$ cat src/rtl/apb_pkg.sv
// Shared types and constants for the APB initiator and its environment.
// Latency: n/a (package only).
// Backpressure: n/a (package only).
package apb_pkg;

    // PADDR carries word address bits [5:2]; data path is one 32-bit word.
    localparam int APB_AW = 4;
    localparam int APB_DW = 32;

    typedef enum logic [1:0] {
        IDLE   = 2'd0,
        SETUP  = 2'd1,
        ENABLE = 2'd2,
        RESP   = 2'd3
    } apb_state_e;

    // Interrupt controller register window (word offsets on PADDR[5:2]).
    localparam logic [APB_AW-1:0] IC_CTRL      = 4'h0;
    localparam logic [APB_AW-1:0] IC_PRIO0     = 4'h1;
    localparam logic [APB_AW-1:0] IC_PRIO1     = 4'h2;
    localparam logic [APB_AW-1:0] IC_PRIO2     = 4'h3;
    localparam logic [APB_AW-1:0] IC_PRIO3     = 4'h4;
    localparam logic [APB_AW-1:0] IC_MASK      = 4'h5;
    localparam logic [APB_AW-1:0] IC_SWSET     = 4'h6;
    localparam logic [APB_AW-1:0] IC_CLEAR     = 4'h7;
    localparam logic [APB_AW-1:0] IC_ENABLE    = 4'h8;
    localparam logic [APB_AW-1:0] IC_PENDING   = 4'h9;
    localparam logic [APB_AW-1:0] IC_ACTIVE_ID = 4'hA;
    localparam logic [APB_AW-1:0] IC_IRQ_STAT  = 4'hB;

endpackage

$ cat src/rtl/apb_initiator_if.sv
// Bundle of the command stream, response stream and APB2 bus of the initiator.
// Latency: n/a (wiring only).
// Backpressure: cmd via cmd_valid/cmd_ready, rsp via rsp_valid/rsp_ready; APB has none.
interface apb_initiator_if;
    import apb_pkg::*;

    // command stream
    logic              cmd_valid;
    logic              cmd_ready;
    logic              cmd_write;
    logic [APB_AW-1:0] cmd_addr;
    logic [APB_DW-1:0] cmd_wdata;

    // response stream
    logic              rsp_valid;
    logic              rsp_ready;
    logic              rsp_write;
    logic [APB_DW-1:0] rsp_rdata;

    logic              busy;

    // APB2 bus (no PREADY / PSLVERR)
    logic              PSEL;
    logic              PENABLE;
    logic [APB_AW-1:0] PADDR;
    logic              PWRITE;
    logic [APB_DW-1:0] PWDATA;
    logic [APB_DW-1:0] PRDATA;

    // The initiator itself.
    modport master (
        input  cmd_valid, cmd_write, cmd_addr, cmd_wdata, rsp_ready, PRDATA,
        output cmd_ready, rsp_valid, rsp_write, rsp_rdata, busy,
               PSEL, PENABLE, PADDR, PWRITE, PWDATA
    );

    // Whatever surrounds it: command source, response sink and APB peripheral.
    modport slave (
        output cmd_valid, cmd_write, cmd_addr, cmd_wdata, rsp_ready, PRDATA,
        input  cmd_ready, rsp_valid, rsp_write, rsp_rdata, busy,
               PSEL, PENABLE, PADDR, PWRITE, PWDATA
    );

endinterface

$ cat src/rtl/apb_initiator.sv
// Single-outstanding APB2 master: cmd stream -> SETUP/ENABLE transfer -> rsp stream.
// Latency: cmd accept to rsp_valid 3 cycles; cmd-to-cmd 3 (BACK_TO_BACK=1) or 4 cycles.
// Backpressure: cmd_ready only in IDLE (or RESP while rsp is consumed); rsp held until rsp_ready.
// Ports: PCLK/PRESET (sync, active-high) plus bus (apb_initiator_if.master).
module apb_initiator
    import apb_pkg::*;
#(
    parameter bit BACK_TO_BACK = 1'b1
) (
    input  logic           PCLK,
    input  logic           PRESET,
    apb_initiator_if.master bus
);

    apb_state_e        state_q,     state_d;
    logic              psel_q,      psel_d;
    logic              penable_q,   penable_d;
    logic [APB_AW-1:0] paddr_q,     paddr_d;
    logic              pwrite_q,    pwrite_d;
    logic [APB_DW-1:0] pwdata_q,    pwdata_d;
    logic              rsp_valid_q, rsp_valid_d;
    logic              rsp_write_q, rsp_write_d;
    logic [APB_DW-1:0] rsp_rdata_q, rsp_rdata_d;
    logic              busy_q,      busy_d;

    logic cmd_ready;
    logic cmd_fire;

    // In RESP a new command may only be taken when the pending response
    // leaves in the same cycle, which keeps a single transfer outstanding.
    always_comb begin
        cmd_ready = 1'b0;
        if (!PRESET) begin
            if (state_q == IDLE)
                cmd_ready = 1'b1;
            else if (BACK_TO_BACK && (state_q == RESP) && bus.rsp_ready)
                cmd_ready = 1'b1;
        end
    end

    assign cmd_fire = bus.cmd_valid && cmd_ready;

    always_comb begin
        state_d     = state_q;
        psel_d      = psel_q;
        penable_d   = penable_q;
        paddr_d     = paddr_q;
        pwrite_d    = pwrite_q;
        pwdata_d    = pwdata_q;
        rsp_valid_d = rsp_valid_q;
        rsp_write_d = rsp_write_q;
        rsp_rdata_d = rsp_rdata_q;

        case (state_q)
            IDLE: begin
                if (cmd_fire) begin
                    state_d = SETUP;
                    psel_d  = 1'b1;
                end
            end
            SETUP: begin
                state_d   = ENABLE;
                penable_d = 1'b1;
            end
            ENABLE: begin
                // PRDATA is only looked at on this edge.
                state_d     = RESP;
                psel_d      = 1'b0;
                penable_d   = 1'b0;
                rsp_valid_d = 1'b1;
                rsp_write_d = pwrite_q;
                rsp_rdata_d = pwrite_q ? '0 : bus.PRDATA;
            end
            RESP: begin
                if (bus.rsp_ready) begin
                    rsp_valid_d = 1'b0;
                    if (cmd_fire) begin
                        state_d = SETUP;
                        psel_d  = 1'b1;
                    end else begin
                        state_d = IDLE;
                    end
                end
            end
            default: state_d = IDLE;
        endcase

        // Address/data only change on acceptance, so they stay stable through
        // the transfer and keep their last value afterwards.
        if (cmd_fire) begin
            paddr_d  = bus.cmd_addr;
            pwrite_d = bus.cmd_write;
            pwdata_d = bus.cmd_write ? bus.cmd_wdata : '0;
        end

        busy_d = (state_d != IDLE);
    end

    always_ff @(posedge PCLK) begin
        if (PRESET) begin
            state_q     <= IDLE;
            psel_q      <= 1'b0;
            penable_q   <= 1'b0;
            paddr_q     <= '0;
            pwrite_q    <= 1'b0;
            pwdata_q    <= '0;
            rsp_valid_q <= 1'b0;
            rsp_write_q <= 1'b0;
            rsp_rdata_q <= '0;
            busy_q      <= 1'b0;
        end else begin
            state_q     <= state_d;
            psel_q      <= psel_d;
            penable_q   <= penable_d;
            paddr_q     <= paddr_d;
            pwrite_q    <= pwrite_d;
            pwdata_q    <= pwdata_d;
            rsp_valid_q <= rsp_valid_d;
            rsp_write_q <= rsp_write_d;
            rsp_rdata_q <= rsp_rdata_d;
            busy_q      <= busy_d;
        end
    end

    assign bus.cmd_ready = cmd_ready;
    assign bus.rsp_valid = rsp_valid_q;
    assign bus.rsp_write = rsp_write_q;
    assign bus.rsp_rdata = rsp_rdata_q;
    assign bus.busy      = busy_q;
    assign bus.PSEL      = psel_q;
    assign bus.PENABLE   = penable_q;
    assign bus.PADDR     = paddr_q;
    assign bus.PWRITE    = pwrite_q;
    assign bus.PWDATA    = pwdata_q;

endmodule
$ cat src/flat_wrapper.sv
// flat-port wrapper written by rule: the top's interface ports become plain ports
module apb_initiator_flat import apb_pkg::*;
#(
    parameter bit BACK_TO_BACK = 1'b1
)
  (PCLK, PRESET, bus_cmd_valid, bus_cmd_write, bus_cmd_addr, bus_cmd_wdata, bus_rsp_ready, bus_PRDATA, bus_cmd_ready, bus_rsp_valid, bus_rsp_write, bus_rsp_rdata, bus_busy, bus_PSEL, bus_PENABLE, bus_PADDR, bus_PWRITE, bus_PWDATA);
  apb_initiator_if bus_i ();
  input  logic PCLK;
  input  logic PRESET;
  input wire logic [$bits(bus_i.cmd_valid)-1:0] bus_cmd_valid;
  input wire logic [$bits(bus_i.cmd_write)-1:0] bus_cmd_write;
  input wire logic [$bits(bus_i.cmd_addr)-1:0] bus_cmd_addr;
  input wire logic [$bits(bus_i.cmd_wdata)-1:0] bus_cmd_wdata;
  input wire logic [$bits(bus_i.rsp_ready)-1:0] bus_rsp_ready;
  input wire logic [$bits(bus_i.PRDATA)-1:0] bus_PRDATA;
  output wire logic [$bits(bus_i.cmd_ready)-1:0] bus_cmd_ready;
  output wire logic [$bits(bus_i.rsp_valid)-1:0] bus_rsp_valid;
  output wire logic [$bits(bus_i.rsp_write)-1:0] bus_rsp_write;
  output wire logic [$bits(bus_i.rsp_rdata)-1:0] bus_rsp_rdata;
  output wire logic [$bits(bus_i.busy)-1:0] bus_busy;
  output wire logic [$bits(bus_i.PSEL)-1:0] bus_PSEL;
  output wire logic [$bits(bus_i.PENABLE)-1:0] bus_PENABLE;
  output wire logic [$bits(bus_i.PADDR)-1:0] bus_PADDR;
  output wire logic [$bits(bus_i.PWRITE)-1:0] bus_PWRITE;
  output wire logic [$bits(bus_i.PWDATA)-1:0] bus_PWDATA;
  assign bus_i.cmd_valid = bus_cmd_valid;
  assign bus_i.cmd_write = bus_cmd_write;
  assign bus_i.cmd_addr = bus_cmd_addr;
  assign bus_i.cmd_wdata = bus_cmd_wdata;
  assign bus_i.rsp_ready = bus_rsp_ready;
  assign bus_i.PRDATA = bus_PRDATA;
  assign bus_cmd_ready = bus_i.cmd_ready;
  assign bus_rsp_valid = bus_i.rsp_valid;
  assign bus_rsp_write = bus_i.rsp_write;
  assign bus_rsp_rdata = bus_i.rsp_rdata;
  assign bus_busy = bus_i.busy;
  assign bus_PSEL = bus_i.PSEL;
  assign bus_PENABLE = bus_i.PENABLE;
  assign bus_PADDR = bus_i.PADDR;
  assign bus_PWRITE = bus_i.PWRITE;
  assign bus_PWDATA = bus_i.PWDATA;
  apb_initiator #(.BACK_TO_BACK(BACK_TO_BACK)) u_core (.PCLK(PCLK), .PRESET(PRESET), .bus(bus_i));
endmodule
$ cat config.mk
export PLATFORM = sky130hd
export DESIGN_NAME = apb_initiator_flat
export DESIGN_NICKNAME = d
export VERILOG_FILES = /design/src/rtl/apb_pkg.sv /design/src/rtl/apb_initiator_if.sv /design/src/rtl/apb_initiator.sv /design/src/flat_wrapper.sv
export SDC_FILE = /design/constraint.sdc
export NUM_CORES = 1
export LEC_CHECK = 0
export CAP_MARGIN = 10
export CORE_UTILIZATION = 30
export CTS_BUF_LIST = sky130_fd_sc_hd__clkbuf_4 sky130_fd_sc_hd__clkbuf_8
export DETAILED_ROUTE_END_ITERATION = 16
export PLACE_DENSITY = 0.74
export RECOVER_POWER = 50
export REMOVE_ABC_BUFFERS = 1
export SETUP_SLACK_MARGIN = 0.2
export SYNTH_ARGS = -nofsm -noshare
export SYNTH_HDL_FRONTEND = slang
export SYNTH_SLANG_ARGS = --single-unit
$ cat constraint.sdc
create_clock -name PCLK -period 1.5 [get_ports PCLK]
set_input_delay 0.3 -clock PCLK [delete_from_list [all_inputs] [get_ports PCLK]]
set_output_delay 0.3 -clock PCLK [all_outputs]
set_load 0.02 [all_outputs]
=== Word level (Yosys, flattened, before mapping) ===
Cells that the tools add are included.

* Memory bits (writable): 0
* Bits of input ports: 73
* Memories kept: 0
* Latch bits: 0
* Memory bits (read-only): 0
* Register bits after elaboration: 76

* Shift-type cells: 0
* Equal/unequal tests: 4
* $lt $le $gt $ge: 0
* Add/subtract/negate cells: 0
* Div/mod/pow operators: 0
* Reductions and logical operators: 9
* Multipliers: 0
* Bitwise logic cells: 0
* Muxes and demuxes: 15

{| class="wikitable"
|+ Operators by type and width
! kind !! number
|-
| 32-bit 2-to-1 mux || 2
|-
| 2-bit one-hot mux with 4 select lines || 1
|-
| 1-bit 2-to-1 mux || 7
|-
| 2-bit nonzero test || 3
|-
| 2-bit equality test, second input constant || 2
|-
| 2-bit 2-to-1 mux || 2
|-
| 1-bit one-hot mux with 2 select lines || 2
|-
| 2-bit AND reduction || 2
|-
| 1-bit one-hot mux with 3 select lines || 1
|-
| 3-bit nonzero test || 1
|-
| 2-bit by 1-bit equality test with 1-bit output, second input constant || 1
|-
| 1-bit logical AND || 2
|-
| 2-bit zero test || 1
|-
| 2-bit inequality test, second input constant || 1
|}

=== Longest topological paths before layout ===
Gate-level depths: netlist of the first run.

* Depth after elaboration: 10
* Gate-level depth with buffers: 7
* Gate-level depth less buffers: 5

=== Worst setup path before layout of the first run ===
No wires, ideal clock.

* Kind: reg2out
* From: reg u_core.state_q[0]
* To: out bus_cmd_ready
* Data arrival time: 1,211 ps
* Cell stages (with the launch flop): 6
* Buffers on the path: 1
* Setup slack: -11 ps
* Cells stage by stage: dfxtp_1 -> inv_1 -> ha_1 -> a21oi_2 -> buf_2 -> nor2_1

* Cells in the longest elaborated chain, start to end: 5

{| class="wikitable"
|+ RTL lines
! what !! RTL line !! source
|-
| start: declaration || apb_initiator.sv:15 || <nowiki>apb_state_e state_q, state_d;</nowiki>
|-
| start signal: assignment || apb_initiator.sv:112 || <nowiki>state_q <= state_d;</nowiki>
|-
| 2-bit equality test || apb_initiator.sv:36 || <nowiki>else if (BACK_TO_BACK && (state_q == RESP) && bus.rsp_ready)</nowiki>
|-
| 1-bit logical AND || apb_initiator.sv:36 ||
|-
| 1-bit 2-to-1 mux || apb_initiator.sv:36 ||
|-
| 1-bit 2-to-1 mux (*) || apb_initiator.sv:34 || <nowiki>if (state_q == IDLE)</nowiki>
|-
| 1-bit 2-to-1 mux (*) || apb_initiator.sv:33 || <nowiki>if (!PRESET) begin</nowiki>
|-
| end: declaration || flat_wrapper.sv:16 || <nowiki>output wire logic [$bits(bus_i.cmd_ready)-1:0] bus_cmd_ready;</nowiki>
|}

Every way passes the cells marked *; elsewhere a longest branch is shown, timed or not.

=== Worst setup path after layout of the first run ===
* From: reg u_core.state_q[1]
* To: out bus_cmd_ready

The elaborated chain is that of the path after synthesis.

==> results of run 1 <==
per-layer routing:
metal  GRT usage [%]  vias up  share of wire (%)
li1                -     1468                  -
met1            25.9     1487                 41
met2            38.1       79                 53
met4            11.1        0                3.0
met3            3.02       24                3.0
met5               0        -                  0
flip-flops by register name, indices dropped and copies added (netlist names):
| name | count |
|---|---|
| u_core.bus.PWDATA | 32 |
| u_core.bus.rsp_rdata | 32 |
| u_core.bus.PADDR | 4 |
| u_core.state_q | 2 |
| u_core.bus.PENABLE | 1 |
| u_core.bus.PSEL | 1 |
| u_core.bus.PWRITE | 1 |
| u_core.bus.busy | 1 |
| u_core.bus.rsp_valid | 1 |
| u_core.bus.rsp_write | 1 |
cells in the final DEF, fill, tap and decap left out, types with 2 or more instances in the layout:
cell	n
buf_16	8
dfxtp_1	74
nand2_1	34
buf_6	8
bufinv_16	2
buf_4	16
clkdlybuf4s15_2	12
clkbuf_1	58
o21ai_0	18
a31oi_1	2
mux2i_1	2
nor2_1	35
a22oi_2	32
buf_8	4
clkbuf_8	9
dfxtp_4	2
and3_1	4
clkdlybuf4s25_1	4
a31o_2	5
ha_4	3
clkinv_2	2
buf_12	11
o21ai_1	15
clkdlybuf4s50_1	72
nor2b_4	2
inv_4	2
o211ai_1	32
cells by family (layout without fill, tap and decap cells):
| family | count (synthesis) | in the layout |
|---|---|---|
| AO/OA/AOI/OAI | 113 | 113 |
| AND/OR/NAND/NOR | 81 | 81 |
| buffers and inverters | 34 | 213 |
| flip-flops | 76 | 76 |
| adder cells (fa/ha/maj) | 4 | 4 |
| multiplexers | 2 | 2 |
area by class of cell:
class	instances	area (µm²)	share of cell area [%]
clock inverters	6	87.6	1.68
multi-input cells	200	1450	27.8
inverters	5	36.3	0.697
well taps	129	161	3.10
clock buffers	9	124	2.38
repair buffers	193	1820	35.0
flip-flops and latches	76	1530	29.4
stage by stage:
stage / setup slack (ps) / cells / setup TNS (ps)
after floorplan: -624 / 281 / -27130
after global placement: -349 / 582 / -10830
after detailed placement: -353 / 582 / -11280
after CTS: -53.5 / 617 / -79.7
after global routing: -105 / 618 / -1550
final: -51.3 / 618 / -333
critical path, cell delays in order (launching register included):
cell and delay, ps:
dfxtp_4 390, inv_4 40, ha_4 170, a21oi_4 130, nor2_2 50, buf_6 120
power breakdown:
| part | internal (mW) | leakage, nW | switching, mW |
|---|---|---|---|
| Sequential | 2.24 | 0.620 | 0.145 |
| Combinational | 1.22 | 1.18 | 1.22 |
| Clock | 0.931 | 0.109 | 0.779 |
| Total | 4.39 | 1.91 | 2.15 |
how the worst min path moves through the flow:
stage | end | startpoint
after floorplan | u_core.bus.busy | PRESET
after global placement | u_core.bus.rsp_valid | u_core.bus.rsp_valid
after detailed placement | u_core.bus.PADDR[1] | u_core.bus.PADDR[1]
after CTS | u_core.bus.PWDATA[20] | bus_cmd_wdata[20]
after global routing | u_core.bus.PWDATA[12] | bus_cmd_wdata[12]
final | u_core.bus.PWDATA[29] | u_core.bus.PWDATA[29]
what timing repair did:
item                                    in CTS  in global routing
hold buffers                                 0                  0
resized for setup                          291                 78
cloned                                       8                  0
pin swaps                                   35                  7
setup buffers                               12                  1
endpoints found under the setup margin     150                131
==> results.json, run 1 <==
{
  "drcViolationCount": 0,
  "ys_types": 31,
  "synthMuxAreaShare_pct": 0.701,
  "yosys.area_share.simple_pct": 11.8,
  "hold_slack_ps": 489,
  "fin_ws_ps": -51.3,
  "grt_pass1_wl_um": 16600,
  "port_buffers": 147,
  "antenna_cells": 0,
  "tightest_slew_ps": 345,
  "synth_edf_count": 0,
  "fmax_mhz": 645,
  "violations": "setup timing",
  "fin_crit_ps": 1550,
  "cp-end-kind": "output pin",
  "syn_inst": 310,
  "synth_top_flop_cell": "dfxtp_1",
  "dpl.hpwl_um": 6200,
  "synth.top_cell.area_share_pct": 53.2,
  "cap_violations": 0,
  "clock_latency_ps": 350,
  "rrSetupSlack_ps": -40,
  "num_rows": 35,
  "async_flop_share_pct": 0,
  "design_area_um2": 5210,
  "synth_top_family_by_area": "compound AO/OA/AOI/OAI gates",
  "hold_path.class": "flip-flop to flip-flop",
  "synth_fa_ha_area_share_pct": 1.75,
  "worstPathRequired_ps": 1200,
  "die_h_um": 99.6,
  "dr.pass1.iters": 4,
  "period_share_pct": 103,
  "hold_violations": 0,
  "path_max_fanout": 3,
  "path_clk_slew_ps": 80,
  "finalSetupViolations": 14,
  "worstSetupPathType": "flip-flop to output pin",
  "rsz0062_at_grt": "yes",
  "yosysMostFrequentCell": "dfxtp_1",
  "cts_buffers": 9,
  "routedWlPerCell_um": 17.0,
  "cts_tree": "built",
  "die_w_um": 99.6,
  "root_buffer": "clkbuf_8",
  "clock_skew_ps": 15.6,
  "start_kind": "flip-flop",
  "start_util_pct": 30.9,
  "coreArea_um2": 9240,
  "ant_nets": 0,
  "r2r-end": "u_core.bus.PSEL",
  "synth-seq-cells": 76,
  "syn_area_um2": 2860,
  "synth_area_leaders": "dfxtp_1, a22oi_1, o211ai_1",
  "r2r-start": "u_core.state_q[0]",
  "seq_area_frac_synth_pct": 53.2,
  "synth_xor_area_share_pct": 0,
  "reg2reg_depth": 6,
  "avgSynthCellArea_um2": 9.22,
  "grt_max_degree": 34,
  "yosysTopAreaCell": "dfxtp_1",
  "place_congestion": 0.723,
  "grt_overflow_total": 0,
  "hold_depth": 2,
  "vdd_ir_drop_max_mv": 0.461,
  "clk_path_buf_depth": 2,
  "cts_max_level": 3,
  "arrival_ps": 1250,
  "status": "finished, violations left",
  "synth_common_cells": "dfxtp_1, nor2_1, nand2_1",
  "grt_pass1_vias": 3173,
  "critPathLaunch": "u_core.state_q[1]",
  "num-fill-cells": 822,
  "track_usage_pct": 21.7,
  "leakage_nw": 1.91,
  "fin_util_pct": 56.4,
  "wl_um": 10500,
  "drive_gt1_share_pct": 27.0,
  "viasPerCell": 4.95,
  "p_total_mw": 6.53,
  "yosysWarnings": 0,
  "syn_to_final_growth_pct": 82.2,
  "crit_end": "bus_cmd_ready",
  "cts.sink_count": 76,
  "dr_total_vias": 3058,
  "cellPowerDensity_nw_per_um2": 1250,
  "synth_compound_area_share_pct": 27.0,
  "slew_headroom_pct": 77.0,
  "die-area_um2": 9920,
  "place_area_um2": 4630,
  "io_pins": 148,
  "drtIter0Drc": 91,
  "antenna_found_initial": 0,
  "slew_viol_final": 0,
  "nets": 562
}
Power figures use the tool's default switching activity.
==> run 2, diff against run 1 <==
- RECOVER_POWER: 50 -> 25
- SLEW_MARGIN: unset -> 40
==> run 2 against run 1 <==
  * The run still ends with setup timing left
  * Largest cell class unchanged
  * Clock power hardly changed
  * Design area is 0.74% higher
  * Highest routed layer unchanged
  * Critical path type unchanged
  * Critical path depth unchanged
  * Worst setup slack worse by 2.5 ps
==> results.json, run 2 (synthesized netlist as in run 1, its figures left out) <==
{
  "arrival_ps": 1250,
  "routedWlPerCell_um": 16.9,
  "final_cells": 618,
  "ant_nets": 0,
  "die_w_um": 99.6,
  "antenna_cells": 0,
  "start_kind": "flip-flop",
  "critPathLaunch": "u_core.state_q[1]",
  "grt_pass1_vias": 3173,
  "period_share_pct": 104,
  "cellPowerDensity_nw_per_um2": 1250,
  "nets": 562,
  "dr.pass1.iters": 4,
  "slowest_stage": "dfxtp_4",
  "cts_buffers": 9,
  "finalSetupViolations": 14,
  "drtIter0Drc": 97,
  "crit_chain": "inv_4, ha_4, a21oi_4, nor2_2, buf_6",
  "rrSetupSlack_ps": -40,
  "grt_pass1_wl_um": 16600,
  "finalSetupTns_ps": -325,
  "violations": "setup timing",
  "hold_depth": 2,
  "drcViolationCount": 0,
  "rsz0062_at_grt": "yes",
  "cts_max_level": 3,
  "worstSetupPathType": "flip-flop to output pin",
  "cts.sink_count": 76,
  "viasPerCell": 4.94,
  "num_rows": 35,
  "drive_gt1_share_pct": 33.3,
  "worstHoldStart": "u_core.bus.PWDATA[29]",
  "place_congestion": 0.723,
  "grt_overflow_total": 0,
  "clock_latency_ps": 350,
  "track_usage_pct": 21.7,
  "fin_crit_ps": 1550,
  "io_pins": 148,
  "hold_path.class": "flip-flop to flip-flop",
  "dr_total_vias": 3053,
  "multi_input_area_um2": 1450,
  "reg2reg_depth": 6,
  "fin_ws_ps": -53.8,
  "start_util_pct": 30.9,
  "min_to": "u_core.bus.PWDATA[29]",
  "leakage_nw": 2.03,
  "path_delay_family": "flip-flops",
  "r2r-end": "u_core.bus.PSEL",
  "die_h_um": 99.6,
  "num-fill-cells": 816,
  "root_buffer": "clkbuf_8",
  "cap_violations": 0,
  "coreArea_um2": 9240,
  "slew_viol_final": 0,
  "clk_path_buf_depth": 2,
  "place_inst": 582,
  "slew_headroom_pct": 76.8,
  "crit_path_max_incr_delay_ps": 390,
  "path_max_fanout": 3,
  "cp-end-kind": "output pin",
  "cts_hold_buffers": 0,
  "port_buffers": 147,
  "clock_skew_ps": 15.6,
  "die-area_um2": 9920,
  "status": "finished, violations left",
  "antenna_found_initial": 0,
  "path_clk_slew_ps": 80,
  "fmax_mhz": 644,
  "r2r-start": "u_core.state_q[0]",
  "wl_um": 10500,
  "grt_max_degree": 34,
  "tightest_slew_ps": 348,
  "dpl.hpwl_um": 6200,
  "crit_buf_inv": 2,
  "worstPathRequired_ps": 1200,
  "regArea_um2": 1530,
  "final_cell_mix": "dfxtp_1, clkdlybuf4s50_1, nor2_1, nand2_1",
  "final_common_cell": "dfxtp_1",
  "cts_tree": "built",
  "hold_violations": 0,
  "vdd_ir_drop_max_mv": 0.460,
  "syn_to_final_growth_pct": 83.6
}
run 2: cell types whose count changed in the layout (fill, tap and decap cells not counted), sizes merged:
cell	delta
buf	+27
clkbuf	-27
clkdlybuf4s15	+4
clkdlybuf4s25	-4
run 2: area by class of cell:
cell class              instances  share of cell area (%)
well taps                     129                    3.08
flip-flops and latches         76                    29.1
clock inverters                 6                    1.67
repair buffers                193                    35.5
inverters                       5                   0.692
clock buffers                   9                    2.36
multi-input cells             200                    27.5
run 2: metal layers:
metal	vias up	track usage (%)	part of all wire [%]
li1	1466	-	-
met1	1484	25.9	41
met2	77	38.1	53
met3	26	3.02	2.7
met4	0	11.1	3.2
met5	-	0	0
run 2: how the worst max path moves through the flow:
stage | slack (ps) | depth (start not counted) | end
finish | -50 | 5 | bus_cmd_ready
CTS | -50 | 4 | bus_cmd_ready
global placement | -350 | 4 | bus_cmd_ready
global route | -110 | 5 | bus_cmd_ready
detailed placement | -350 | 4 | bus_cmd_ready
floorplan | -620 | 4 | u_core.bus.rsp_rdata[0]
run 2: per-stage QoR:
| step | power (mW) | setup slack [ps] | hold slack [ps] | util (%) | instance area [µm²] |
|---|---|---|---|---|---|
| after detailed placement | 4.22 | -353 | 477 | 50.1 | 4630 |
| after floorplan | 3.19 | -624 | 369 | - | 2720 |
| after CTS | 6.60 | -53.5 | 494 | 60.1 | 5550 |
| after global placement | 4.19 | -349 | 475 | 50.1 | 4630 |
| after global routing | 6.87 | -105 | 508 | 56.8 | 5250 |
| final | 6.55 | -53.8 | 489 | 56.8 | 5250 |
run 2: worst reg2reg max path, stage by stage (launching register included):
cell	delay (ps)
dfxtp_4	390
inv_4	50
buf_6	110
ha_4	160
buf_6	130
or4_4	510
o21ai_2	140
run 2: where the power goes:
group / switching, mW / internal (mW) / leakage [nW] / total (mW)
combinational: 1.22 / 1.24 / 1.30 / 2.47
clock: 0.780 / 0.931 / 0.109 / 1.71
sequential: 0.142 / 2.24 / 0.620 / 2.38
total: 2.14 / 4.41 / 2.03 / 6.55
run 2: timing repair:
action	4_1_cts	5_1_grt
pin swaps	35	7
cloned	8	0
hold endpoints to repair	0	0
gates resized for setup	291	78
endpoints found under the setup margin	150	131
buffers inserted	12	1
